`config.mk`:
```
export PLATFORM = sky130hd
export DESIGN_NAME = mult_seq_ctrl_flat
export DESIGN_NICKNAME = d
export VERILOG_FILES = /design/src/rtl/mult_seq_if.sv /design/src/rtl/mult_seq_ctrl.sv /design/src/flat_wrapper.sv
export SDC_FILE = /design/constraint.sdc
export NUM_CORES = 1
export LEC_CHECK = 0
export CORE_ASPECT_RATIO = 1.2
export CORE_UTILIZATION = 41
export DETAILED_ROUTE_END_ITERATION = 10
export PLACE_DENSITY = 0.8
export SLEW_MARGIN = 20
export SYNTH_ARGS = -nofsm -noshare
export SYNTH_HDL_FRONTEND = slang
export SYNTH_SLANG_ARGS = --single-unit
```
`constraint.sdc`:
```
create_clock -name clk -period 1.96 [get_ports clk]
set_clock_uncertainty 0.1 [all_clocks]
set_input_delay 0.392 -clock clk [delete_from_list [all_inputs] [get_ports clk]]
set_output_delay 0.392 -clock clk [all_outputs]
set_load 0.005 [all_outputs]
```
`src/rtl/mult_seq_if.sv`:
```
// Handshake and external-adder bundle for the sequential shift-add multiplier.
// The master modport is the requester; slave is the controller; adder is the external ripple adder.
interface mult_seq_if #(
  parameter int N = 16
);
  logic           start;
  logic           clr;
  logic [N-1:0]   mcand;
  logic [N-1:0]   mplier;
  logic           busy;
  logic           done;
  logic [2*N-1:0] product;
  logic [N-1:0]   add_a;
  logic [N-1:0]   add_b;
  logic           add_cin;
  logic [N-1:0]   add_s;
  logic           add_cout;

  modport master (
    output start, clr, mcand, mplier,
    input  busy, done, product
  );

  modport slave (
    input  start, clr, mcand, mplier, add_s, add_cout,
    output busy, done, product, add_a, add_b, add_cin
  );

  modport adder (
    input  add_a, add_b, add_cin,
    output add_s, add_cout
  );
endinterface

```
`src/rtl/mult_seq_ctrl.sv`:
```
// Unsigned N x N -> 2N shift-add multiplier controller that time-shares one external
// N-bit adder over N CALC cycles, then pulses done for one cycle.
module mult_seq_ctrl #(
  parameter int N = 16
) (
  input  logic     clk,
  input  logic     rst_n,
  mult_seq_if.slave bus
);
  localparam int            CW   = $clog2(N) + 1;
  localparam logic [CW-1:0] LAST = CW'(N - 1);

  typedef enum logic [1:0] {
    IDLE = 2'd0,
    CALC = 2'd1,
    DONE = 2'd2
  } state_t;

  state_t        state_reg, state_next;
  logic [N-1:0]  m_reg, m_next;
  logic [N-1:0]  p_hi_reg, p_hi_next;
  logic [N-1:0]  p_lo_reg, p_lo_next;
  logic [CW-1:0] cnt_reg, cnt_next;
  logic          in_calc;
  logic          accept;

  always_ff @(posedge clk or negedge rst_n) begin
    if (!rst_n) begin
      state_reg <= IDLE;
      m_reg     <= '0;
      p_hi_reg  <= '0;
      p_lo_reg  <= '0;
      cnt_reg   <= '0;
    end else begin
      state_reg <= state_next;
      m_reg     <= m_next;
      p_hi_reg  <= p_hi_next;
      p_lo_reg  <= p_lo_next;
      cnt_reg   <= cnt_next;
    end
  end

  // A new request can land both in IDLE and in DONE, giving back-to-back multiplies.
  assign accept = bus.start && ((state_reg == IDLE) || (state_reg == DONE));

  always_comb begin
    state_next = state_reg;
    m_next     = m_reg;
    p_hi_next  = p_hi_reg;
    p_lo_next  = p_lo_reg;
    cnt_next   = cnt_reg;
    if (bus.clr) begin
      state_next = IDLE;
      cnt_next   = '0;
    end else if (accept) begin
      state_next = CALC;
      m_next     = bus.mcand;
      p_hi_next  = '0;
      p_lo_next  = bus.mplier;
      cnt_next   = '0;
    end else begin
      case (state_reg)
        CALC: begin
          // Carry-out becomes the new MSB, so the shifted product never overflows.
          {p_hi_next, p_lo_next} = {bus.add_cout, bus.add_s, p_lo_reg[N-1:1]};
          cnt_next               = cnt_reg + 1'b1;
          if (cnt_reg == LAST) begin
            state_next = DONE;
          end
        end
        DONE:    state_next = IDLE;
        default: state_next = IDLE;
      endcase
    end
  end

  assign in_calc     = (state_reg == CALC);
  assign bus.busy    = in_calc;
  assign bus.done    = (state_reg == DONE);
  assign bus.product = {p_hi_reg, p_lo_reg};
  assign bus.add_a   = in_calc ? p_hi_reg : '0;
  assign bus.add_cin = 1'b0;

  genvar gi;
  generate
    for (gi = 0; gi < N; gi++) begin : g_add_b
      assign bus.add_b[gi] = in_calc & p_lo_reg[0] & m_reg[gi];
    end
  endgenerate
endmodule
```
`src/flat_wrapper.sv`:
```
// flat-port wrapper written by rule: the top's interface ports become plain ports
module mult_seq_ctrl_flat 
#(
  parameter int N = 16
)
  (clk, rst_n, bus_start, bus_clr, bus_mcand, bus_mplier, bus_add_s, bus_add_cout, bus_busy, bus_done, bus_product, bus_add_a, bus_add_b, bus_add_cin);
  mult_seq_if #(.N(N)) bus_i ();
  input  logic clk;
  input  logic rst_n;
  input wire logic [$bits(bus_i.start)-1:0] bus_start;
  input wire logic [$bits(bus_i.clr)-1:0] bus_clr;
  input wire logic [$bits(bus_i.mcand)-1:0] bus_mcand;
  input wire logic [$bits(bus_i.mplier)-1:0] bus_mplier;
  input wire logic [$bits(bus_i.add_s)-1:0] bus_add_s;
  input wire logic [$bits(bus_i.add_cout)-1:0] bus_add_cout;
  output wire logic [$bits(bus_i.busy)-1:0] bus_busy;
  output wire logic [$bits(bus_i.done)-1:0] bus_done;
  output wire logic [$bits(bus_i.product)-1:0] bus_product;
  output wire logic [$bits(bus_i.add_a)-1:0] bus_add_a;
  output wire logic [$bits(bus_i.add_b)-1:0] bus_add_b;
  output wire logic [$bits(bus_i.add_cin)-1:0] bus_add_cin;
  assign bus_i.start = bus_start;
  assign bus_i.clr = bus_clr;
  assign bus_i.mcand = bus_mcand;
  assign bus_i.mplier = bus_mplier;
  assign bus_i.add_s = bus_add_s;
  assign bus_i.add_cout = bus_add_cout;
  assign bus_busy = bus_i.busy;
  assign bus_done = bus_i.done;
  assign bus_product = bus_i.product;
  assign bus_add_a = bus_i.add_a;
  assign bus_add_b = bus_i.add_b;
  assign bus_add_cin = bus_i.add_cin;
  mult_seq_ctrl #(.N(N)) u_core (.clk(clk), .rst_n(rst_n), .bus(bus_i));
endmodule
```
==> results of run 1 <==
area by class of cell:
cell class / count / area [sq um] / area share
flip-flops and latches: 55 / 1380 / 0.338
inverters: 3 / 13.8 / 0.00338
clock inverters: 1 / 5.00 / 0.00123
clock buffers: 7 / 76.3 / 0.0187
well taps: 82 / 103 / 0.0252
multi-input cells: 159 / 1100 / 0.270
repair buffers: 147 / 1400 / 0.343
repair_timing:
action / in CTS / in global routing
setup endpoints to repair: 35 / 28
resized for setup: 109 / 37
hold buffers: 1 / 0
setup buffers: 10 / 1
pin swaps: 4 / 0
cloned: 2 / 0
hold endpoints to repair: 55 / 0
worst max path at each step:
stage | slack [ns] | start | endpoint | cells past startpoint
floorplan | 0.25 | u_core.state_reg[0] | bus_add_b[0] | 6
detailed placement | -0.03 | u_core.state_reg[1] | bus_add_b[12] | 5
global placement | 0.02 | u_core.state_reg[1] | bus_add_b[2] | 5
finish | 0.005 | u_core.state_reg[0] | bus_add_a[13] | 7
global route | -0.05 | u_core.state_reg[0] | bus_add_a[14] | 7
CTS | -0.11 | u_core.state_reg[0] | bus_add_a[13] | 7
metal layers:
metal	wire length (um)	share of wire	up-vias
met2	3520	0.52	83
met5	0	0	-
met4	76	0.011	0
li1	-	-	1101
met3	449	0.066	8
met1	2780	0.41	1082
power by group:
part	internal, mW	switching [mW]
sequential	1.36	0.189
clock	0.252	0.350
combinational	0.741	0.400
total	2.36	0.940
logic make-up after synthesis:
group / Yosys count / share of synthesized area
flip-flops: 55 / 0.532
multiplexers: 17 / 0.0755
other: 1 / 0.00145
adder cells (fa/ha/maj): 2 / 0.00968
AND/OR/NAND/NOR: 99 / 0.208
buffers and inverters: 23 / 0.0605
AO/OA/AOI/OAI: 40 / 0.112
cell usage after synthesis, types with 5 or more instances:
cell type,count,area share
and2_1,16,0.039
nand3_1,6,0.012
nor3_1,17,0.033
mux2_2,16,0.070
nand2_1,33,0.048
buf_6,6,0.026
dfrtp_1,55,0.53
buf_4,5,0.015
and3_1,17,0.041
a22o_1,16,0.054
a31oi_1,17,0.041
critical path, delay by kind of cell, from the launching register on:
family                 cells  cell delay (ns)
buffers and inverters      5             0.49
flip-flops                 1             0.42
AND/OR/NAND/NOR            2             0.25
==> run metrics, run 1 <==
outcome finished clean; Post-Place Cells about 430; M3 GR Usage 0.0496; crit path DAT 1.46 ns; maximum vdd drop 554 uV; hold path start u_core.m_reg[8]; ys flop type dfrtp_1; Ant. Diodes 0; final worst setup slack approximately 0.0053 ns; final instance area between 4000 and 5000 sq um; Startpoint Class register; Critical-path top delay cell dfrtp_1; Crit Path Max Fanout 6; commonest non-fill, non-tap cells in the layout clkdlybuf4s50_1, dfrtp_1, nand2_1, a31oi_1, nor3_1; cell repeated most along the worst path buf_6; total gr overflow 0; vias per inst roughly 5; hold_ws 0.412 ns; Final Power about 3.3 mW; Place WS -0.0269 ns; Final min period ~2.0 ns; CP peak stage delay between 0.4 and 0.5 ns; Peak Freq between 500 and 600 MHz; P&R area growth vs syn 57.6%; fill count between 400 and 500; final hold violations 0; Die W roughly 74 um; Initial Utilization 0.427; r2r startpoint u_core.state_reg[1]; CP Data Required Time 1.47 ns; Final period util 0.997; ys async rst share 1.00; final net count between 400 and 500; CTS tree built; crit path cell chain nand2b_4 > inv_4 > buf_6 > buf_6 > buf_6 > and2_4 > buf_6; Root Buffer clkbuf_8; synthesized netlist net count about 290; CP endpoint kind primary output; row cnt 31; Core ar. 6050 sq um; synth warn 0; GR Layer Usage met2 0.375; average wire per standard cell around 15 um; Initial DRT Pass Iterations 5; Yosys cell types 27; P_leak about 1.9 nW; commonest non-fill, non-tap cell in the layout clkdlybuf4s50_1; share of cells above drive strength 1 0.263; Setup TNS 0 ns; routed via count roughly 2300; number of global-route vias before repair approximately 2200; RSZ-0062 raised after global routing true; routability congestion estimate ~0.76; DRC 0; worst-skew pair later-pin latency roughly 0.30 ns; register area share after synthesis 0.532; H-tree Lvls 2; Layout Utilization 0.673; PD cells 809 nW/um^2; R2R cell count 7; FF-to-FF setup slack about 0.30 ns; IO buf count 118; 1st-iter DRT viols 106; r2r endpoint u_core.p_lo_reg[2]; IO Pins 120; clock-pin slew on the worst setup and hold paths around 0.090 ns; synthesized area 2580 sq um; Seq cells post-synth between 50 and 60; Hold WC Path Type reg2reg; endpoints failing setup 0; hold depth 1; Mapped Cells around 240; total routed wirelength 6.82 mm; EDFF count, synth 0; total track usage 0.210; die height 89.0 um; non-filler cells, final ~450; clk sinks 55; clk buf depth 2; max_cap viols 0; number of routed nets with antenna violations 0; first-pass GRT wire length between 10 and 15 mm; initial antenna violation count 0; Hold Path End u_core.m_reg[8]; pin count of the biggest net entering global routing 56; global routing usage on met1 0.253; Post-DP HPWL roughly 4.7 mm; grt peak-use layer met2; full die area 6630 sq um; WS Path Type reg2out; Slew Viols, Final 0; placed instance area about 3900 sq um; TritonCTS buffer count 5; Syn Area/Cell about 11 sq um
Power figures use the tool's default switching activity.
==> inputs of run 2 (changes only) <==
--- a/config.mk
+++ b/config.mk
@@ -9,6 +9,7 @@
 export CORE_UTILIZATION = 41
 export DETAILED_ROUTE_END_ITERATION = 10
 export PLACE_DENSITY = 0.8
+export SETUP_SLACK_MARGIN = 0.15
 export SLEW_MARGIN = 20
 export SYNTH_ARGS = -nofsm -noshare
 export SYNTH_HDL_FRONTEND = slang
==> constraint.sdc (replaced) <==
create_clock -name clk -period 1.86 [get_ports clk]
set_clock_uncertainty 0.1 [all_clocks]
set_input_delay 0.372 -clock clk [delete_from_list [all_inputs] [get_ports clk]]
set_output_delay 0.372 -clock clk [all_outputs]
set_load 0.005 [all_outputs]
==> run 2 against run 1 <==
The run now ends with negative setup slack left; sequential cell count is the same; count of clock-buffer cells in the layout shrank 1; via count grew 11%; worst hold slack gained 0.011 ns; first-iteration DRC count shrank 5.7%; routed wire length grew 22%; clock power grew 36%; sequential power grew 5%; setup slack lost 0.14 ns; sequential share of layout area shrank 3.9 points; largest cell class unchanged; register-to-register slack lost 0.17 ns; final area grew 13%.
==> run metrics, run 2 (synthesis gave the netlist of run 1 again) <==
final worst setup slack -0.138 ns; endpoints failing setup 26; IO buf count about 120; share of cells above drive strength 1 0.380; Post-Place Cells ~440; Switching Fraction 0.280; Initial Utilization 0.427; final hold violations 0; fill count 420; placed instance area 3920 sq um; P_leak around 2.2 nW; P_int approximately 2.9 mW; die height about 90 um; total routed wirelength approximately 8.3 mm; Clk pwr share 0.203; TritonCTS buffer count 5; number of routed nets with antenna violations 0; Switch Pwr 1.13 mW; IO Pins between 100 and 150; Hold Path End u_core.m_reg[4]; area of the multi-input gates between 1000 and 1500 sq um; crit path DAT around 1.5 ns; Ant. Diodes 0; H-tree Lvls 2; sequential share of power 0.400; max_cap viols 0; r2r startpoint u_core.state_reg[0]; commonest non-fill, non-tap cells in the layout clkdlybuf4s50_1, dfrtp_1, buf_4, nand2_1, buf_6; average wire per standard cell roughly 17 um; Setup TNS -1.75 ns; hold depth 1; Core ar. ~6100 sq um; hold path start u_core.m_reg[4]; final net count 462; final instance area between 4000 and 5000 sq um; hold_ws 0.423 ns; routed via count between 2000 and 3000; Startpoint Class register; failing checks negative setup slack; Final min period between 1.5 and 2 ns; Register Area about 1400 sq um; r2r endpoint u_core.m_reg[10]; CTS tree built; Final period util 1.07; Die W between 70 and 80 um; maximum vdd drop 623 uV; P&R area growth vs syn 78.0%; clock-pin slew on the worst setup and hold paths ~0.10 ns; initial antenna violation count 0; outcome finished, violations left; full die area 6630 sq um; Root Buffer clkbuf_8; Slew Viols, Final 0; R2R cell count 5; Post-DP HPWL approximately 4.8 mm; Peak Freq between 500 and 600 MHz; total gr overflow 0; row cnt 31; CP Data Required Time roughly 1.4 ns; CP endpoint kind primary output; PD cells a little under 900 nW/um^2; Initial DRT Pass Iterations 4; Comb pwr share 0.397; vias per inst just over 5; clk buf depth 2; WS Path Type reg2out; number of global-route vias before repair around 2400; DRC 0; total track usage 0.225; worst-skew pair later-pin latency just over 0.3 ns; FF-to-FF setup slack about 0.13 ns; routability congestion estimate ~0.74; Hold WC Path Type reg2reg; clk sinks between 50 and 60; Crit Path Max Fanout 5; RSZ-0062 raised after global routing true; pin count of the biggest net entering global routing 56; commonest non-fill, non-tap cell in the layout clkdlybuf4s50_1; 1st-iter DRT viols 100; first-pass GRT wire length ~11 mm; non-filler cells, final approximately 500; Place WS -0.0999 ns
run 2: cell count changes in the layout (fill, tap and decap cells not counted), moves of 4 or more:
cell,previous run,this run
mux2_4,1,13
buf_6,16,32
and3_4,6,11
clkdlybuf4s50_1,82,72
dlymetal6s2s_1,1,11
buf_4,15,38
and3_1,11,6
mux2_2,16,4
clkbuf_2,13,0
buf_2,8,20
nor3_1,17,13
run 2: final cells by class:
type,count,share of cell area
timing repair buffer,183,0.387
tap,82,0.0223
clock inverter,2,0.00761
sequential,55,0.299
multi-input combinational,159,0.263
clock buffer,6,0.0179
inverter,3,0.00353
run 2: metal layers:
metal  global-route usage  vias to the layer above  routed length, um
li1                     -                     1169                  -
met1                0.271                     1241               3120
met2                0.408                       98               4570
met3               0.0383                       10                512
met4               0.0686                        0                110
met5                    0                        -                  0
run 2: power groups by stage:
stage / logic [mW] / registers, mW / clock network, mW
2_1_floorplan: 0.474 / 1.61 / 0
3_3_place_gp: 1.14 / 1.64 / 0
3_5_place_dp: 1.18 / 1.65 / 0
4_1_cts: 1.31 / 1.62 / 0.837
5_1_grt: 1.72 / 1.64 / 0.880
6_report: 1.60 / 1.62 / 0.821
run 2: what timing repair did:
item / 4_1_cts / 5_1_grt
gates resized for setup: 169 / 62
pin swaps: 8 / 8
hold buffers: 1 / 0
setup buffers: 15 / 26
hold endpoints to repair: 55 / 0
endpoints found under the setup margin: 36 / 56
cloned: 4 / 0
run 2: through the flow:
step / utilization / power, mW
after global routing: 0.761 / 4.24
after CTS: 0.689 / 3.76
final: 0.761 / 4.04
after detailed placement: 0.648 / 2.83
after global placement: 0.648 / 2.79
after floorplan: - / 2.09
run 2: worst max-delay path by stage:
| stage | start | endpoint | depth (start not counted) |
|---|---|---|---|
| after floorplan | u_core.state_reg[0] | bus_add_b[0] | 6 |
| after global placement | u_core.state_reg[1] | bus_add_b[9] | 5 |
| final | u_core.state_reg[1] | bus_add_b[10] | 7 |
| after CTS | u_core.state_reg[1] | bus_add_b[10] | 7 |
| after global routing | u_core.state_reg[1] | bus_add_b[9] | 7 |
| after detailed placement | u_core.state_reg[1] | bus_add_b[13] | 5 |
run 2: critical path: stages (launching register included):
cell	delay, ns
dfrtp_1	0.40
nand2b_4	0.17
inv_6	0.08
buf_6	0.09
buf_6	0.11
buf_6	0.10
and3_4	0.18
buf_6	0.09
==> inputs of run 3 (changes only) <==
--- a/config.mk
+++ b/config.mk
@@ -6,9 +6,11 @@
 export NUM_CORES = 1
 export LEC_CHECK = 0
 export CORE_ASPECT_RATIO = 1.2
-export CORE_UTILIZATION = 41
+export CORE_UTILIZATION = 37
 export DETAILED_ROUTE_END_ITERATION = 10
-export PLACE_DENSITY = 0.8
+export HOLD_SLACK_MARGIN = 0.03
+export MAX_ROUTING_LAYER = met4
+export PLACE_DENSITY = 0.76
 export SETUP_SLACK_MARGIN = 0.15
 export SLEW_MARGIN = 20
 export SYNTH_ARGS = -nofsm -noshare
==> constraint.sdc (replaced) <==
create_clock -name clk -period 1.75 [get_ports clk]
set_clock_uncertainty 0.1 [all_clocks]
set_input_delay 0.35 -clock clk [delete_from_list [all_inputs] [get_ports clk]]
set_output_delay 0.35 -clock clk [all_outputs]
set_load 0.005 [all_outputs]
==> run 3 against run 2 <==
The run still ends with negative setup slack left; non-clock buffer count down 5; first-iteration DRC count down 47%; worst hold slack worse by 0.021 ns; critical path depth unchanged; final cell count unchanged; final area down 2.2%; largest power group unchanged.
==> run metrics, run 3 (synthesis gave the netlist of run 1 again) <==
outcome finished, violations left; failing checks negative setup slack; Peak Freq 513 MHz; Met1 Routed Length 3.11 mm; Hold WC Path Type in2async; Place WS -0.238 ns; IO buf count between 100 and 150; vias per inst 5.04; final instance area 4500 sq um; Ant. Diodes 0; Final min period about 2 ns; initial antenna violation count 0; DRC 0; IO Pins between 100 and 150; hold_ws 0.401 ns; clk sinks between 50 and 60; CP Data Required Time between 1 and 1.5 ns; share of cells above drive strength 1 0.365; row cnt 33; 1st-iter DRT viols between 50 and 60; RSZ-0062 raised after global routing true; total track usage 0.212; total routed wirelength 7.57 mm; P&R area growth vs syn 74.1%; Root Buffer clkbuf_8; Die W 78.3 um; placed instance area slightly below 4000 sq um; CP endpoint kind primary output; crit path DAT approximately 1.5 ns; Startpoint Class register; routed wl met2 between 4 and 5 mm; CP peak stage delay 0.39 ns; final hold violations 0; Initial Utilization 0.379; average wire per standard cell 15.4 um; P_leak 2.18 nW; number of routed nets with antenna violations 0; first-pass GRT wire length roughly 12 mm; clk buf depth 2; maximum vdd drop about 580 uV; FF-to-FF setup slack ~0.08 ns; r2r endpoint u_core.m_reg[11]; r2r startpoint u_core.state_reg[0]; CP delay by family, top buffers and inverters; crit path cell chain nand2b_4 > inv_6 > buf_6 > buf_12 > buf_6 > and3_4 > buf_6; WS Path Type reg2out; Layout Utilization 0.660; pin count of the biggest net entering global routing 40; die height just over 90 um; DR WL met3 361 um; CP bufs+invs 5; commonest non-fill, non-tap cell in the layout dfrtp_1; CP Launch Point u_core.state_reg[1]; routability congestion estimate between 0.7 and 0.8; Worst path depth 7; full die area around 7300 sq um; number of global-route vias before repair 2368; PD cells about 900 nW/um^2; final worst setup slack -0.201 ns; max layer used met4; cell repeated most along the worst path buf_6; TritonCTS buffer count 5; H-tree Lvls 2; Final period util 1.11; Initial DRT Pass Iterations 4; Slew Viols, Final 0; routed via count around 2500; worst-skew pair later-pin latency about 0.31 ns; endpoints failing setup 32; R2R cell count 5; Critical-path top delay cell dfrtp_1; total gr overflow 0; Crit Path Max Fanout 8; Core ar. slightly below 7000 sq um; max_cap viols 0; CTS tree built; commonest non-fill, non-tap cells in the layout dfrtp_1, clkdlybuf4s50_1, buf_4, nand2_1, dlygate4sd2_1; fill count 536; Post-DP HPWL between 4 and 5 mm; clock-pin slew on the worst setup and hold paths ~0.10 ns; final net count around 460; crit path to bus_add_b[14]
==> run 3: where the power goes <==
group | switching [mW] | total (mW) | internal [mW]
sequential | 0.165 | 1.69 | 1.53
clock | 0.416 | 0.740 | 0.324
combinational | 0.581 | 1.57 | 0.994
total | 1.16 | 4.01 | 2.84
==> run 3: per-layer routing <==
metal  track usage  vias to the layer above
met4        0.0586                        0
met5             -                        -
li1              -                     1173
met1         0.250                     1198
met2         0.371                       88
met3        0.0371                       10
==> run 3: how the worst min path moves through the flow <==
stage,from,to,slack (ns),cells after the start
3_5_place_dp,rst_n,u_core.p_hi_reg[0],0.20,1
3_3_place_gp,rst_n,u_core.p_hi_reg[1],0.19,1
6_report,rst_n,u_core.p_hi_reg[1],0.40,2
2_1_floorplan,rst_n,u_core.cnt_reg[0],-0.05,0
4_1_cts,rst_n,u_core.p_hi_reg[0],0.40,2
5_1_grt,rst_n,u_core.p_hi_reg[0],0.42,2
==> run 3: cell type report <==
type / count / area [sq um] / share of cell area
repair buffers: 178 / 1700 / 0.378
clock buffers: 6 / 82.6 / 0.0184
clock inverters: 2 / 16.3 / 0.00362
inverters: 3 / 16.3 / 0.00362
flip-flops and latches: 55 / 1380 / 0.306
multi-input cells: 159 / 1190 / 0.266
well taps: 87 / 109 / 0.0242
==> run 3: repair_timing <==
item                                   CTS  global route
setup endpoints to repair               66            87
hold buffers                             1             0
pin swaps                               28             3
gates cloned                             2             2
setup buffers                           35             0
endpoints found under the hold margin   16             0
gates resized for setup                217            12
==> run 3: stage by stage <==
stage,power (mW),TNS (ns),cells
floorplan,2.23,0,237
global route,4.23,-5.26,490
finish,4.01,-3.20,490
CTS,3.98,-3.63,488
detailed placement,3.02,-11.76,442
global placement,2.99,-10.44,442
